[src/rtl/mux_4to1.sv]
// Registered 4-to-1 operand/result selector.
// One of four WIDTH-bit inputs is chosen by sel and registered on the next
// rising edge, together with a valid flag and an echo of the select.
// Every output comes straight from a flop, so no input reaches an output
// without passing through a clock edge.
module mux_4to1 #(
    parameter int WIDTH = 32
) (
    input  logic             clk,
    input  logic             rst,
    input  logic             en,
    input  logic [WIDTH-1:0] in0,
    input  logic [WIDTH-1:0] in1,
    input  logic [WIDTH-1:0] in2,
    input  logic [WIDTH-1:0] in3,
    input  logic [1:0]       sel,
    output logic [WIDTH-1:0] out,
    output logic             out_valid,
    output logic [1:0]       sel_q
);

    logic [WIDTH-1:0] mux_d;

    // Select the data for the output register; all four codes are legal.
    always_comb begin
        mux_d = in0;
        case (sel)
            2'd0: mux_d = in0;
            2'd1: mux_d = in1;
            2'd2: mux_d = in2;
            2'd3: mux_d = in3;
            default: mux_d = in0;
        endcase
    end

    // Output registers: reset wins over enable, and en=0 holds the last capture.
    always_ff @(posedge clk) begin
        if (rst) begin
            out       <= '0;
            out_valid <= 1'b0;
            sel_q     <= 2'd0;
        end else if (en) begin
            out       <= mux_d;
            out_valid <= 1'b1;
            sel_q     <= sel;
        end
    end

endmodule

[config.mk]
export PLATFORM = sky130hd
export DESIGN_NAME = mux_4to1
export DESIGN_NICKNAME = d
export VERILOG_FILES = /design/src/rtl/mux_4to1.sv
export SDC_FILE = /design/constraint.sdc
export NUM_CORES = 1
export LEC_CHECK = 0
export CORE_MARGIN = 5
export CORE_UTILIZATION = 35
export CTS_CLUSTER_SIZE = 20
export DETAILED_ROUTE_END_ITERATION = 6
export MAX_ROUTING_LAYER = met4
export PLACE_DENSITY_LB_ADDON = 0.3
export SETUP_SLACK_MARGIN = 0.02
export SKIP_CTS_REPAIR_TIMING = 1
export SLEW_MARGIN = 5
export SYNTH_ARGS = -nofsm -noshare
export SYNTH_HDL_FRONTEND = slang
export SYNTH_SLANG_ARGS = --single-unit
[constraint.sdc]
create_clock -name clk -period 1.65 [get_ports clk]
set_input_delay 0.33 -clock clk [delete_from_list [all_inputs] [get_ports clk]]
set_output_delay 0.33 -clock clk [all_outputs]
set_load 0.01 [all_outputs]
==> Word-level counts from Yosys, hierarchy flattened <==
Cells that the tools add are included.
{ "classes": {"reduce_logical": 1, "bitwise": 0, "add_sub_neg": 0, "n_eq_ne": 3, "mul": 0, "n_mux": 1, "n_shift": 0, "order_cmp": 0, "div": 0} }
{ "op_table": {"columns": ["cell", "n"], "rows": [
  ["32-bit case mux with 4 select lines", 1],
  ["2-bit equality test, second input constant", 2],
  ["2-bit by 1-bit equality test with 1-bit output, second input constant", 1],
  ["2-bit logical NOT", 1]
]} }
{ "totals": {"in_bits": 133, "mem_bits_rw": 0, "elab_cells": 8, "latchBits": 0, "mem_bits_ro": 0, "memories": 0, "regBits": 35} }

==> Longest topological paths before layout <==
Gate-level depths: netlist of run 1.
{ "depth": {"word_depth": 2, "depth_mapped": 5} }

==> Least setup slack after synthesis of run 1 <==
OpenSTA, ideal clock, no wires.
{ "synth_timing": {"kind": "input-to-reg", "start": "input en", "end": "register out[20]", "setup_ns": 0.079, "path_slack_ns": 0.391, "path_stages": 4, "path_buffers": 2, "arrival_ns": 1.181, "path_cell_list": "buf_4 clkbuf_1 or3b_2 o221ai_2"} }
{ "synth_rtl": {"columns": ["item", "line_no", "text"], "rows": [
  ["start, declared", "11", "input logic en,"],
  ["end signal, assigned", "43", "out <= mux_d;"],
  ["end, declared", "17", "output logic [WIDTH-1:0] out,"]
]} }

==> flow_summary.json, run 1 <==
{
  "gr-total-overflow": 0,
  "worstPathCellList": "clkdlybuf4s50_1, or3b_2, buf_4, o221ai_1",
  "yosysWarnings": 0,
  "num_vias": 2192,
  "slew_headroom_pct": 82.79,
  "avgSynthCellArea_um2": 11.78,
  "finalMaxSlewViolations": 0,
  "post-route-period-util_pct": 93.34,
  "syn_inst": 192,
  "rsz0062_at_grt": "no",
  "wl_mm": 7.573,
  "die_w_um": 90.40,
  "clkTransAtPathRegs_ns": 0.06,
  "rows": 29,
  "fin_setup_tns_ns": 0,
  "core-area_um2": 6314,
  "end_kind": "flop",
  "crit_fanout": 13,
  "syn_to_final_growth_pct": 82.80,
  "yosys-top-cells-area": "dfxtp_1 (31%), mux2i_1 (29%), o221ai_2 (20%)",
  "die_area_um2": 8171,
  "grtUsageTotal_pct": 18.27,
  "maxCapViolCount": 0,
  "fin_area_um2": 4135,
  "cp_num_buf_inv": 2,
  "netlist.area_leader.share_pct": 30.97,
  "dp_hpwl_mm": 6.137,
  "syn_area_um2": 2262,
  "finalPower_mw": 2.353,
  "synth_ff_type": "dfxtp_1",
  "ys_seq_area_share_pct": 30.97,
  "synth_commonest_cells": "mux2i_1 (66), dfxtp_1 (35), or3b_2 (31)",
  "setup_viol": 0,
  "cts_root_buffer": "clkbuf_8",
  "fin_crit_ns": 1.540,
  "holdPathStages": 2,
  "hp-class": "reg -> reg",
  "multi_input_area_um2": 1440,
  "status": "finished, final reports clean",
  "finalClockSkew_ns": 0,
  "grt_pass1_wl_mm": 11.87,
  "yosysTopAreaCell": "dfxtp_1",
  "drive_gt1_share_pct": 22.47,
  "r2r_cells": 2,
  "ir_drop_mv": 0.4066,
  "cts_made_buffers": 5,
  "timing.rr.end": "out[7]",
  "synth_cell_types": 12,
  "die_y_um": 90.40,
  "hold_end": "out_valid",
  "wire_per_inst_um": 17.49,
  "antenna_found_initial": 0,
  "routabilityCongestion": 0.7501,
  "synth_edf_count": 0,
  "p_per_area_nw_per_um2": 569.1,
  "ioPinCount": 168,
  "crit_arrival_ns": 1.74,
  "async_reset_ff_share_pct": 0,
  "yosysMostFrequentCell": "mux2i_1",
  "worstSetupPathType": "in -> reg",
  "worst_hold_slack_ns": 0.4830,
  "worst-slew-pin-transition_ns": 0.2509,
  "r2r_start": "out[7]",
  "cts.sinks": 35,
  "drc": 0,
  "drtPass1Iterations": 4,
  "grt_max_degree": 37,
  "clk_path_buf_depth": 2,
  "path_delay_family": "buffers and inverters",
  "ant_nets": 0,
  "min_from": "out_valid",
  "preCtsSetupSlack_ns": -0.1795,
  "initial_core_util_pct": 35.83,
  "fmax_mhz": 649.3,
  "cts_tree": "built",
  "drt-vias-per-instance": 5.062,
  "slowest_stage": "clkdlybuf4s50_1",
  "grt_pass1_vias": 2304,
  "nets": 490,
  "io_buffers": 167,
  "clk_latency_ns": 0.28,
  "setup_ws_ns": 0.1099,
  "crit_path_max_incr_delay_ns": 0.51,
  "seq_area_um2": 700.7,
  "antenna_cells": 0,
  "power_leakage_nw": 1.617,
  "ys_seq_elements": 35,
  "htreeDepth": 2,
  "fillers": 539,
  "finalHoldViolCount": 0,
  "start_kind": "input port",
  "dpl_cell_area_um2": 4059,
  "drtIter0Drc": 37,
  "synth.net_count": 325,
  "required_ns": 1.85,
  "r2r_slack_ns": 0.70
}
power by group:
part | internal [mW] | switching, mW | leakage (nW)
Clock | 0.281 | 0.279 | 0.0371
Combinational | 0.560 | 0.290 | 1.29
Sequential | 0.912 | 0.0319 | 0.289
sequential cells by signal, summed over array words and instances, names as in the netlist:
| register | flops |
|---|---|
| sel_q | 2 |
| out | 32 |
| out_valid | 1 |
placed cells by master, fill, tap and decap left out, drive strengths merged:
master	n
clkdlybuf4s50	166
mux2i	66
dfxtp	35
or3b	33
o221ai	32
buf	13
clkbuf	6
nor2	4
nand3b	1
area by class of cell:
class	instances	area share [%]
clock buffer	6	1.755
multi-input combinational	136	34.83
sequential	35	16.94
tap	77	2.330
timing repair buffer	179	44.15
through the flow:
| stage | utilization (%) | cells |
|---|---|---|
| 2_1_floorplan | - | 192 |
| 3_3_place_gp | 64.29 | 427 |
| 3_5_place_dp | 64.29 | 427 |
| 4_1_cts | 65.44 | 433 |
| 5_1_grt | 65.50 | 433 |
| 6_report | 65.50 | 433 |
tightest hold or removal path, cell delays in order, from the launching register on:
cell and delay, ns:
dfxtp_1 0.33, nor2_1 0.04, nor2_1 0.07
worst max-delay path by stage:
stage               start  endpoint  depth (start not counted)
floorplan              en   out[20]                          4
global placement       en   out[31]                          5
detailed placement     en   out[31]                          5
CTS                    en   out[31]                          5
global route           en   out[31]                          5
finish                 en   out[26]                          4
per-layer routing:
| layer | routed length [um] | vias up | part of all wire [%] | track usage [%] |
|---|---|---|---|---|
| met4 | 127 | 0 | 1.7 | 5.459 |
| met2 | 3590 | 104 | 47 | 29.39 |
| li1 | - | 1084 | - | - |
| met5 | 0 | - | 0 | - |
| met3 | 502 | 12 | 6.6 | 4.583 |
| met1 | 3352 | 992 | 44 | 22.60 |
kinds of logic after synthesis:
kind of cell | count (synthesis) | share of synthesized area [%]
buf+inv | 21 | 5.365
simple gates | 38 | 13.77
flops | 35 | 30.97
compound gates | 32 | 20.69
mux | 66 | 29.20
Note: power is estimated with default switching activity, not from simulation.
==> run 2, diff against run 1 <==
--- a/config.mk
+++ b/config.mk
@@ -5,6 +5,7 @@
 export SDC_FILE = /design/constraint.sdc
 export NUM_CORES = 1
 export LEC_CHECK = 0
+export ABC_CLOCK_PERIOD_IN_PS = 1650
 export CORE_MARGIN = 5
 export CORE_UTILIZATION = 35
 export CTS_CLUSTER_SIZE = 20
==> results of run 2 <==
No change in the layout: final DEF, timing and power equal those of run 1.
